### src/rtl/mult_sequencer.sv
// Sequencer for the 12-bit serial unsigned multiplier: X in, Y in, multiply, product out.
// Each stage is started with a one-cycle pulse and ends on a rising edge of that unit's finish flag.
module mult_sequencer #(
    parameter int TIMEOUT = 64,
    parameter int TO_W    = 7
) (
    input  logic       clk,
    input  logic       reset,
    input  logic       start,
    input  logic       abort,
    input  logic       fx,
    input  logic       fy,
    input  logic       fm,
    input  logic       fo,
    output logic       sx,
    output logic       sy,
    output logic       sm,
    output logic       so,
    output logic       sel_y,
    output logic       busy,
    output logic       done,
    output logic       err,
    output logic [2:0] stage
);

    typedef enum logic [2:0] {
        S_IDLE  = 3'd0,
        S_SHX   = 3'd1,
        S_SHY   = 3'd2,
        S_MUL   = 3'd3,
        S_SHO   = 3'd4,
        S_FIN   = 3'd5,
        S_ERROR = 3'd6
    } state_t;

    state_t          r_state, w_next;
    logic            r_prev, r_edge;
    logic [TO_W-1:0] r_cnt;
    logic            r_sx, r_sy, r_sm, r_so, r_sel_y, r_busy, r_done, r_err;
    logic            w_flag, w_in_stage, w_to, w_entry;

    always_comb begin
        w_flag = 1'b0;
        case (r_state)
            S_SHX:   w_flag = fx;
            S_SHY:   w_flag = fy;
            S_MUL:   w_flag = fm;
            S_SHO:   w_flag = fo;
            default: w_flag = 1'b0;
        endcase
    end

    assign w_in_stage = (r_state == S_SHX) || (r_state == S_SHY) ||
                        (r_state == S_MUL) || (r_state == S_SHO);
    assign w_to       = (r_cnt == TO_W'(TIMEOUT - 1));

    // A registered finish edge seen in the same cycle as the timeout still advances.
    always_comb begin
        w_next = r_state;
        case (r_state)
            S_IDLE:  if (start)       w_next = S_SHX;
            S_SHX:   if (r_edge)      w_next = S_SHY;
                     else if (w_to)   w_next = S_ERROR;
            S_SHY:   if (r_edge)      w_next = S_MUL;
                     else if (w_to)   w_next = S_ERROR;
            S_MUL:   if (r_edge)      w_next = S_SHO;
                     else if (w_to)   w_next = S_ERROR;
            S_SHO:   if (r_edge)      w_next = S_FIN;
                     else if (w_to)   w_next = S_ERROR;
            S_FIN:                    w_next = S_IDLE;
            S_ERROR: if (start)       w_next = S_SHX;
            default:                  w_next = S_IDLE;
        endcase
        if (abort) w_next = S_IDLE;
    end

    assign w_entry = (w_next != r_state);

    // r_prev is forced high on entry so a flag still high from the previous run cannot count.
    always_ff @(posedge clk or posedge reset) begin
        if (reset) begin
            r_prev <= 1'b0;
            r_edge <= 1'b0;
            r_cnt  <= '0;
        end else if (w_entry) begin
            r_prev <= 1'b1;
            r_edge <= 1'b0;
            r_cnt  <= '0;
        end else if (w_in_stage) begin
            r_prev <= w_flag;
            r_edge <= ~r_prev & w_flag;
            r_cnt  <= r_cnt + 1'b1;
        end
    end

    always_ff @(posedge clk or posedge reset) begin
        if (reset) begin
            r_state <= S_IDLE;
            r_sx    <= 1'b0;
            r_sy    <= 1'b0;
            r_sm    <= 1'b0;
            r_so    <= 1'b0;
            r_sel_y <= 1'b0;
            r_busy  <= 1'b0;
            r_done  <= 1'b0;
            r_err   <= 1'b0;
        end else begin
            r_state <= w_next;
            r_sx    <= (w_next == S_SHX) && (r_state != S_SHX);
            r_sy    <= (w_next == S_SHY) && (r_state != S_SHY);
            r_sm    <= (w_next == S_MUL) && (r_state != S_MUL);
            r_so    <= (w_next == S_SHO) && (r_state != S_SHO);
            r_sel_y <= (w_next == S_SHY) || (w_next == S_MUL) || (w_next == S_SHO);
            r_busy  <= (w_next != S_IDLE) && (w_next != S_ERROR);
            r_done  <= (w_next == S_FIN);
            if (w_next == S_ERROR)
                r_err <= 1'b1;
            else if ((w_next == S_SHX) && ((r_state == S_IDLE) || (r_state == S_ERROR)))
                r_err <= 1'b0;
        end
    end

    assign sx    = r_sx;
    assign sy    = r_sy;
    assign sm    = r_sm;
    assign so    = r_so;
    assign sel_y = r_sel_y;
    assign busy  = r_busy;
    assign done  = r_done;
    assign err   = r_err;
    assign stage = r_state;

endmodule

### config.mk
export PLATFORM = sky130hd
export DESIGN_NAME = mult_sequencer
export DESIGN_NICKNAME = d
export VERILOG_FILES = /design/src/rtl/mult_sequencer.sv
export SDC_FILE = /design/constraint.sdc
export NUM_CORES = 1
export LEC_CHECK = 0
export ABC_AREA = 1
export BUFFER_PORTS_ARGS = -buffer_cell sky130_fd_sc_hd__buf_2
export CORE_ASPECT_RATIO = 0.9
export CORE_MARGIN = 2
export CORE_UTILIZATION = 48
export CTS_BUF_LIST = sky130_fd_sc_hd__clkbuf_8 sky130_fd_sc_hd__clkbuf_16
export DETAILED_ROUTE_END_ITERATION = 10
export PLACE_DENSITY = 0.7
export SKIP_CTS_REPAIR_TIMING = 1
export SYNTH_ARGS = -nofsm -noshare
export SYNTH_HDL_FRONTEND = slang
export SYNTH_SLANG_ARGS = --single-unit
### constraint.sdc
create_clock -name clk -period 1.56 [get_ports clk]
set_clock_uncertainty 0.1 [all_clocks]
set_input_delay 0.078 -clock clk [delete_from_list [all_inputs] [get_ports clk]]
set_output_delay 0.078 -clock clk [all_outputs]
set_load 0.01 [all_outputs]
==> summary.txt, run 1 <==
Power
  – Tot Pwr: 1250 uW
  – Clk network pwr share: 32.1%
  – Combinational share of power: 22.5%
  – Sw Pwr: 344 uW
  – Leak Pwr: 0.000933 uW
  – Net Sw Frac: 27.6%
  – Peak supply drop: 0.656 mV
  – Part of the power in registers: 45.4%
  – Power Density: 746 mW/mm^2
  – Internal: 904 uW

Timing
  – Max-slew violation count: 0
  – Final number of setup-violating endpoints: 18
  – Hold Violations, Final: 0
  – Peak Freq: 0.539 GHz
  – Slew margin rel.: 77.2%
  – Fin crit share: 119%
  – Crit path time final: 1.86 ns
  – Hold_ws: 0.168 ns
  – Worst Slack Setup Final: -0.296 ns
  – RSZ-0062 raised after global routing: true
  – Slew at the pin closest to its max-slew limit: 0.342 ns

Synthesis
  – Adder-Cell Fraction of Synth Area: 1.17%
  – Register area share after synthesis: 46.8%
  – Yosys reg bits: 20
  – Synth unique cells: 19
  – Synth area leader: dfrtp_1
  – Synth Net Count: 145
  – Mapped Cells: 136
  – Mux contribution to synthesized area: 0%
  – Average cell area after synthesis: 7.86 um^2
  – Post-synthesis simple-gate area fraction: 33.7%
  – Yosys top cell area share: 46.8%
  – Combinational family with the most area after synthesis: simple AND/OR/NAND/NOR gates
  – Post-Synth XOR/XNOR Area: 4.92%
  – Number of synthesis warnings: 0
  – Compound-Gate Fraction of Synth Area: 4.92%
  – Syn Std Cell Area: 0.00107 mm^2
  – Top post-synthesis cells by area: dfrtp_1 47%, nand2_1 12%, nand3_1 7.0%

Placed design
  – Dpl cell area: 0.00146 mm^2
  – Port buffer count: 18
  – RePlAce Congestion: 0.840
  – DP Wirelength: 2010 um

Detailed routing
  – Number of remaining DRC errors: 0
  – Post-Route WL: 3090 um
  – Post-DRT Antenna Nets: 0
  – Iter 0 DRT Violations: 18
  – Via count: 1129
  – DRT Pass-1 Iters: 4
  – Vias per cell: 5.04
  – Avg WL per Cell: 13.8 um

GRT
  – GRT Util Overall: 22.1%
  – Grt ovf: 0
  – Initial antenna violation count: 0
  – Vias in the first global route: 1085
  – Largest net degree at the start of global routing: 14
  – First-pass GRT wire length: 4330 um

Critical path
  – Crit end category: register
  – Setup Crit Path Kind: reg -> reg
  – Worst EP required: 1.62 ns
  – Reg2reg setup slack: -0.30 ns
  – Max stage delay on crit path: 0.41 ns
  – Worst setup SP type: register
  – CP Data Arrival Time: 1.92 ns
  – Slowest CP cell: dfrtp_2
  – Worst Path Max Fanout: 7
  – Crit-path cells: buf_4 > o21ai_0 > nand2_1 > inv_1 > nand2_1 > nand2_2 > nand2_4 > buf_4 > buf_4 > nand3_1 > nand2_1

Floorplan
  – Core box area: 0.00214 mm^2
  – Die ar.: 0.00262 mm^2
  – Initial Util: 49.9%
  – Die H: 48.8 um
  – I/O pins: 19
  – Num rows: 16
  – Chip Width: 53.7 um

CTS
  – Root Driver: clkbuf_8
  – H-tree lvl count: 1
  – TritonCTS clock tree: built
  – Clock-pin slew on the worst setup and hold paths: 0.08 ns
  – TritonCTS Buffers: 3
  – Worst skew pair latency: 0.26 ns
  – Longest Clk Path Bufs: 2
  – CTS sink cnt: 20

Final layout
  – N_diodes: 0
  – Nets: 207
  – Layout cells sized above 1: 51.8%
  – Finished Cell Area: 0.00167 mm^2
  – Synthesis-to-layout area growth: 56.4%

Run status
  – Failing checks: negative setup slack
  – Outcome: complete, but fails checks

Min path
  – Worst min path class: in -> reg

Job
  – Max-Cap Viols: 0
==> synth_stat cells, drive strengths merged <==
library cell	instances
a21oi	3
a22oi	1
buf	1
dfrtp	20
ha	1
inv	21
nand2	39
nand3	16
nand4	3
nor2	17
nor3b	1
nor4	1
o21ai	6
xor2	6
==> metrics by stage <==
step                      setup slack [ns]  TNS, ns  cells  utilization, %
after floorplan                    -0.0355   -0.284    136               -
after global placement              -0.163    -2.13    212            68.0
after detailed placement            -0.218    -2.71    212            68.0
after CTS                           -0.240    -3.15    216            70.6
after global routing                -0.364    -5.57    224            78.0
final                               -0.296    -4.39    224            78.0
==> critical path: cells and delay by family (launching register included) <==
kind,cells,cell delay [ns]
simple gates,6,0.47
buf+inv,4,0.50
compound gates,1,0.27
flops,1,0.41
==> final cells by class <==
| type | instances | area, um^2 |
|---|---|---|
| clock buffers | 4 | 55.1 |
| well taps | 27 | 33.8 |
| multi-input cells | 94 | 584 |
| flip-flops and latches | 20 | 504 |
| inverters | 21 | 81.3 |
| fillers | 138 | 470 |
| repair buffers | 58 | 413 |
==> power by group through the flow <==
stage,Sequential (uW),Combinational (uW),Clock (uW)
2_1_floorplan,578,128,0
3_3_place_gp,572,234,0
3_5_place_dp,575,237,0
4_1_cts,565,240,400
5_1_grt,570,309,429
6_report,567,280,400
==> layout by cell type, fill, tap and decap left out, types with 2 or more instances in the layout <==
master	instances
a21oi_1	2
buf_2	18
buf_4	36
buf_6	2
clkbuf_8	4
dfrtp_1	17
dfrtp_2	3
inv_1	14
inv_2	6
nand2_1	26
nand2_2	11
nand2_4	2
nand3_1	11
nand3_2	4
nand4_1	3
nor2_1	9
nor2_2	5
nor2_4	3
o21ai_0	3
o21ai_1	3
xor2_1	5
==> kinds of logic (layout without fill, tap and decap cells) <==
kind of cell,Yosys count,after routing
XOR/XNOR,6,6
flip-flops,20,20
AO/OA/AOI/OAI,10,10
buffers and inverters,22,83
AND/OR/NAND/NOR,77,77
adder cells (fa/ha/maj),1,1
==> registers in the layout (all words and copies together) (netlist names) <==
name	cells
err	1
r_prev	1
sm	1
r_edge	1
sel_y	1
sx	1
sy	1
busy	1
so	1
done	1
r_cnt	7
stage	3
==> per-layer routing <==
metal  GRT usage, %  part of all wire, %  up-vias
met5              0                    0        -
met3           2.78                  5.7       11
met1           29.9                   43      523
li1               -                    -      547
met2           35.2                   49       48
met4           8.97                  2.9        0
==> final timing paths <==
path                          start        to  cells past startpoint
hold reg to reg                 err       err                      2
setup reg to reg           stage[2]       err                     11
hold / removal                abort  stage[2]                      4
setup / recovery           stage[2]       err                     11
min in group asynchronous     reset      done                      3
max in group asynchronous     reset  r_cnt[0]                      4
Note: power is estimated with default switching activity, not from simulation.
==> inputs of run 2 (changes only) <==
CORE_ASPECT_RATIO = 1.5   (was 0.9)
==> summary.txt, run 2 (synthesis results as in run 1) <==
Detailed routing
  – Post-Route WL: 3360 um (+8.6%)
  – Vias per cell: 5.14 (+2.0%)
  – DRT Pass-1 Iters: 4 (unchanged)
  – Via count: 1152 (+2.0%)
  – Iter 0 DRT Violations: 33 (+15)
  – Avg WL per Cell: 15.0 um (+8.6%)
  – Post-DRT Antenna Nets: 0 (unchanged)
  – Number of remaining DRC errors: 0 (unchanged)

Floorplan
  – Die ar.: 0.00263 mm^2 (+0.28%)
  – Die H: 61.8 um (+27%)
  – Chip Width: 42.5 um (-21%)
  – Num rows: 20 (+4)
  – Initial Util: 51.4% (+1.6 points)
  – Core box area: 0.00208 mm^2 (-3.0%)
  – I/O pins: 19 (unchanged)

Critical path
  – Crit Reg-Reg Endpoint: r_edge
  – Worst Reg-to-Reg Cells: 13 (+2)
  – Worst setup SP type: register
  – Setup Crit Path Kind: reg -> reg
  – Crit end category: register
  – Worst EP required: 1.65 ns (+0.03 ns)
  – CP Data Arrival Time: 1.94 ns (+0.02 ns)
  – Reg2reg start: r_cnt[1]
  – Reg2reg setup slack: -0.29 ns (about the same)
  – Worst Path Max Fanout: 8 (+1)

CTS
  – TritonCTS clock tree: built
  – H-tree lvl count: 1 (unchanged)
  – Clock-pin slew on the worst setup and hold paths: 0.07 ns (about the same)
  – TritonCTS Buffers: 3 (unchanged)
  – Worst skew pair latency: 0.26 ns (about the same)
  – Root Driver: clkbuf_8
  – CTS sink cnt: 20 (unchanged)
  – Longest Clk Path Bufs: 2 (unchanged)

Min path
  – Hold endpoint: r_prev
  – Worst min path class: in -> reg
  – Worst hold start: fy
  – Cells on Worst Hold Path: 5 (+1)

Job
  – Max-Cap Viols: 0 (unchanged)

Final layout
  – Max FFs per register: 7 (unchanged)
  – Nets: 212 (+2.4%)
  – FILL cells: 126 (-8.7%)
  – N_diodes: 0 (unchanged)
  – Fin util: 85.4% (+7.3 points)
  – Layout cells sized above 1: 56.9% (+5.2 points)
  – Synthesis-to-layout area growth: 65.9%
  – Most common cell after layout, fill and taps aside: buf_4
  – Commonest cells after routing, fill and taps aside: 39 x buf_4, 25 x nand2_1, 18 x buf_2
  – Final std cells w/o fill: 224 (unchanged)
  – Most flops, register: r_cnt

Timing
  – Max-slew violation count: 0 (unchanged)
  – Crit path time final: 1.85 ns (-0.00604 ns)
  – Worst Slack Setup Final: -0.290 ns (+0.00604 ns)
  – Fin crit share: 119% (-0.39 points)
  – Peak Freq: 0.540 GHz (+0.33%)
  – Slew margin rel.: 73.3% (-3.9 points)
  – Slew at the pin closest to its max-slew limit: 0.400 ns (+0.0578 ns)
  – Final number of setup-violating endpoints: 20 (+2)
  – TNS Setup: -3.91 ns (+0.477 ns)
  – Hold Violations, Final: 0 (unchanged)
  – RSZ-0062 raised after global routing: true

Placed design
  – DP Wirelength: 2190 um (+9.2%)
  – Port buffer count: 18 (unchanged)
  – Placed Instances: 206 (-2.8%)
  – RePlAce Congestion: 0.903 (+7.5%)

Power
  – Power Density: 788 mW/mm^2 (+5.6%)
  – Tot Pwr: 1400 uW (+12%)
  – Peak supply drop: 0.633 mV (-3.4%)
  – Leak Pwr: 0.000970 uW (+3.9%)

GRT
  – GRT Util Overall: 22.9% (+0.77 points)
  – Grt ovf: 0 (unchanged)
  – First-pass GRT wire length: 4510 um (+4.0%)
  – Largest net degree at the start of global routing: 13 (-1)
  – Initial antenna violation count: 0 (unchanged)
  – Vias in the first global route: 1082 (-0.28%)

Run status
  – Failing checks: negative setup slack
  – Outcome: complete, but fails checks
run 2: layer usage:
layer  vias up  part of all wire [%]  GRT usage (%)  routed length [um]
li1        563                     -              -                   -
met1       555                    36           24.4                1230
met2        26                    58           46.6                1950
met3         8                   2.7           2.89                  90
met4         0                   2.8           7.14                  93
met5         -                     0              0                   0
run 2: report_power, final:
part | internal [uW] | switching, uW
combinational | 143 | 171
sequential | 547 | 21.3
clock | 342 | 172
total | 1030 | 365
run 2: area by class of cell:
| cell class | count | area [um^2] | area share (%) |
|---|---|---|---|
| multi-input combinational | 94 | 626 | 35.3 |
| sequential | 20 | 504 | 28.4 |
| timing repair buffer | 63 | 458 | 25.8 |
| inverter | 21 | 86.3 | 4.87 |
| clock buffer | 3 | 41.3 | 2.33 |
| clock inverter | 1 | 30.0 | 1.69 |
| tap | 22 | 27.5 | 1.55 |
run 2: worst max path at each step:
stage	start	to	slack, ns	cells after the start
6_report	r_cnt[1]	r_edge	-0.29	13
5_1_grt	r_cnt[1]	r_edge	-0.41	13
4_1_cts	stage[0]	r_cnt[2]	-0.22	13
3_5_place_dp	stage[0]	r_cnt[2]	-0.21	13
3_3_place_gp	stage[0]	r_cnt[2]	-0.22	13
2_1_floorplan	stage[0]	r_cnt[0]	-0.04	14
run 2: metrics by stage:
| step | setup slack, ns | cell area (um^2) | hold slack, ns |
|---|---|---|---|
| floorplan | -0.0355 | 1090 | -0.0583 |
| global placement | -0.217 | 1430 | -0.0523 |
| detailed placement | -0.210 | 1430 | -0.0398 |
| CTS | -0.224 | 1500 | -0.321 |
| global route | -0.408 | 1770 | 0.156 |
| finish | -0.290 | 1770 | 0.141 |
run 2: worst max-delay path: stages (launching register included):
cell and delay, ns:
dfrtp_1 0.38, ha_2 0.20, nand2_2 0.07, nor2_4 0.12, nand2_2 0.07, nand2_1 0.07
nand2_1 0.05, nand2_1 0.08, nand2_2 0.09, nand2_4 0.09, nand2_2 0.05, nand2_2 0.09
nand3_4 0.17, nor2_2 0.15
==> inputs of run 3 (changes only) <==
CORE_ASPECT_RATIO = default   (was 1.5)
==> summary.txt, run 3 (synthesis results as in run 1) <==
Run status
  – Outcome: complete, but fails checks
  – Failing checks: negative setup slack

Job
  – Max-Cap Viols: 0 (unchanged)

Detailed routing
  – Via count: 1104 (-4.2%)
  – Post-DRT Antenna Nets: 0 (unchanged)
  – Top Metal Used: met4
  – Met2 WL: 1430 um (-26%)
  – Metal-1 WL: 1350 um (+10%)
  – Vias per cell: 5.00 (-2.9%)
  – Post-Route WL: 2920 um (-13%)
  – DRT Pass-1 Iters: 5 (+1)
  – Number of remaining DRC errors: 0 (unchanged)
  – Iter 0 DRT Violations: 24 (-27%)
  – Avg WL per Cell: 13.2 um (-12%)
  – WL met3: 89 um (-1.1%)

CTS
  – TritonCTS clock tree: built
  – Longest Clk Path Bufs: 2 (unchanged)
  – Worst skew pair latency: 0.25 ns (about the same)
  – Root Driver: clkbuf_8
  – TritonCTS Buffers: 3 (unchanged)
  – Clock-pin slew on the worst setup and hold paths: 0.08 ns (about the same)
  – CTS sink cnt: 20 (unchanged)
  – H-tree lvl count: 1 (unchanged)

Min path
  – Worst hold start: fy
  – Cells on Worst Hold Path: 5 (unchanged)
  – Worst min path class: in -> reg
  – Hold endpoint: r_prev

GRT
  – Largest net degree at the start of global routing: 13 (unchanged)
  – Initial antenna violation count: 0 (unchanged)
  – First-pass GRT wire length: 4070 um (-9.6%)
  – Vias in the first global route: 942 (-13%)
  – Grt ovf: 0 (unchanged)
  – GRT Util Overall: 20.9% (-2.0 points)

Final layout
  – Synthesis-to-layout area growth: 52.7%
  – Layout cells sized above 1: 50.8% (-6.2 points)
  – Max FFs per register: 7 (unchanged)
  – Commonest cells after routing, fill and taps aside: 34 x buf_4, 26 x nand2_1, 18 x buf_2
  – FILL cells: 147 (+17%)
  – FF/Latch Area: 504 um^2 (unchanged)
  – Most flops, register: r_cnt
  – Final std cells w/o fill: 221 (-1.3%)
  – N_diodes: 0 (unchanged)
  – Multi-input gate area: 587 um^2 (-6.2%)
  – Most common cell after layout, fill and taps aside: buf_4
  – Nets: 203 (-4.2%)

Timing
  – Slew at the pin closest to its max-slew limit: 0.335 ns (-0.0651 ns)
  – Hold Violations, Final: 0 (unchanged)
  – RSZ-0062 raised after global routing: true
  – Crit path time final: 1.79 ns (-0.0617 ns)
  – Slew margin rel.: 77.6% (+4.3 points)
  – Worst Slack Setup Final: -0.229 ns (+0.0617 ns)
  – Final number of setup-violating endpoints: 18 (-10%)
  – Fin crit share: 115% (-4.0 points)
  – Peak Freq: 0.559 GHz (+3.4%)
  – Max-slew violation count: 0 (unchanged)
  – Hold_ws: 0.0861 ns (-0.0544 ns)

Power
  – Net Sw Frac: 27.2% (+1.1 points)
  – Leak Pwr: 0.000918 uW (-5.4%)
  – Clk network pwr share: 31.7% (-5.1 points)
  – Internal: 899 uW (-13%)
  – Sw Pwr: 335 uW (-8.1%)
  – Combinational share of power: 22.3% (-0.2 points)
  – Power Density: 756 mW/mm^2 (-4.0%)
  – Peak supply drop: 0.473 mV (-25%)
  – Part of the power in registers: 46.0% (+5.3 points)

Floorplan
  – Core box area: 0.00215 mm^2 (+3.4%)
  – Die ar.: 0.00262 mm^2 (-0.31%)
  – Initial Util: 49.7% (-1.7 points)
  – I/O pins: 19 (unchanged)
  – Die H: 51.2 um (-17%)
  – Num rows: 17 (-15%)
  – Chip Width: 51.2 um (+20%)

Critical path
  – Worst setup SP type: register
  – CP Data Arrival Time: 1.84 ns (-0.10 ns)
  – Crit end category: register
  – Reg2reg start: r_cnt[0]
  – Worst Path Max Fanout: 5 (-3)
  – Worst EP required: 1.61 ns (-0.04 ns)
  – Worst Reg-to-Reg Cells: 13 (unchanged)
  – Crit Reg-Reg Endpoint: err
  – Setup Crit Path Kind: reg -> reg
  – Reg2reg setup slack: -0.23 ns (+0.06 ns)

Placed design
  – DP Wirelength: 1960 um (-10%)
  – DP Worst Slack: -0.171 ns (+0.0390 ns)
  – Placed Instances: 210 (+1.9%)
  – Port buffer count: 18 (unchanged)
  – RePlAce Congestion: 0.896 (-0.71%)
## run 3: cell count changes in the layout (fill, tap and decap cells not counted), moves of 2 or more
cell / before / now
o21ai_1: 1 / 3
buf_6: 4 / 1
nor2_1: 5 / 9
inv_1: 13 / 15
nor2_2: 8 / 6
buf_4: 39 / 34
nor2_4: 4 / 2
o21ai_0: 4 / 1
## run 3: per-stage QoR
step / util, % / TNS, ns / total power, uW / cell area (um^2)
CTS: 68.8 / -2.81 / 1200 / 1480
global route: 75.9 / -4.70 / 1300 / 1630
global placement: 66.2 / -1.56 / 800 / 1420
detailed placement: 66.2 / -2.08 / 808 / 1420
finish: 75.9 / -3.02 / 1230 / 1630
floorplan: - / -0.284 / 706 / 1090
## run 3: worst max path at each step
stage / end / startpoint / slack (ns) / depth (start not counted)
5_1_grt: err / r_cnt[0] / -0.32 / 13
4_1_cts: r_edge / r_cnt[0] / -0.21 / 13
3_3_place_gp: r_edge / stage[2] / -0.14 / 13
6_report: err / r_cnt[0] / -0.23 / 13
2_1_floorplan: r_cnt[0] / stage[0] / -0.04 / 14
3_5_place_dp: r_edge / stage[1] / -0.17 / 13
## run 3: area by class of cell
type	count	area share, %
Timing Repair Buffer	54	22.5
Sequential cell	20	30.9
Inverter	21	5.14
Multi-Input combinational cell	94	36.0
Clock buffer	4	3.37
Tap cell	28	2.15
## run 3: layer usage
layer	vias up	global-route usage, %
met5	-	0
met4	0	8.11
met3	8	1.75
met2	30	35.9
met1	526	27.1
li1	540	-
## run 3: critical path, stage by stage (launching register included)
cell	delay, ns
dfrtp_1	0.39
ha_2	0.20
nand2_2	0.09
nor2_4	0.04
nand2_2	0.09
nand2_1	0.07
nand2_1	0.06
nand2_1	0.06
nand2_2	0.10
nand2_4	0.08
buf_4	0.15
buf_4	0.13
nand3_1	0.09
nand2_1	0.06
## run 3: power groups by stage
stage               registers (uW)  logic [uW]  clock network, uW
floorplan                      578         128                  0
global placement               572         227                  0
detailed placement             574         233                  0
CTS                            564         236                397
global route                   571         304                421
finish                         567         275                391
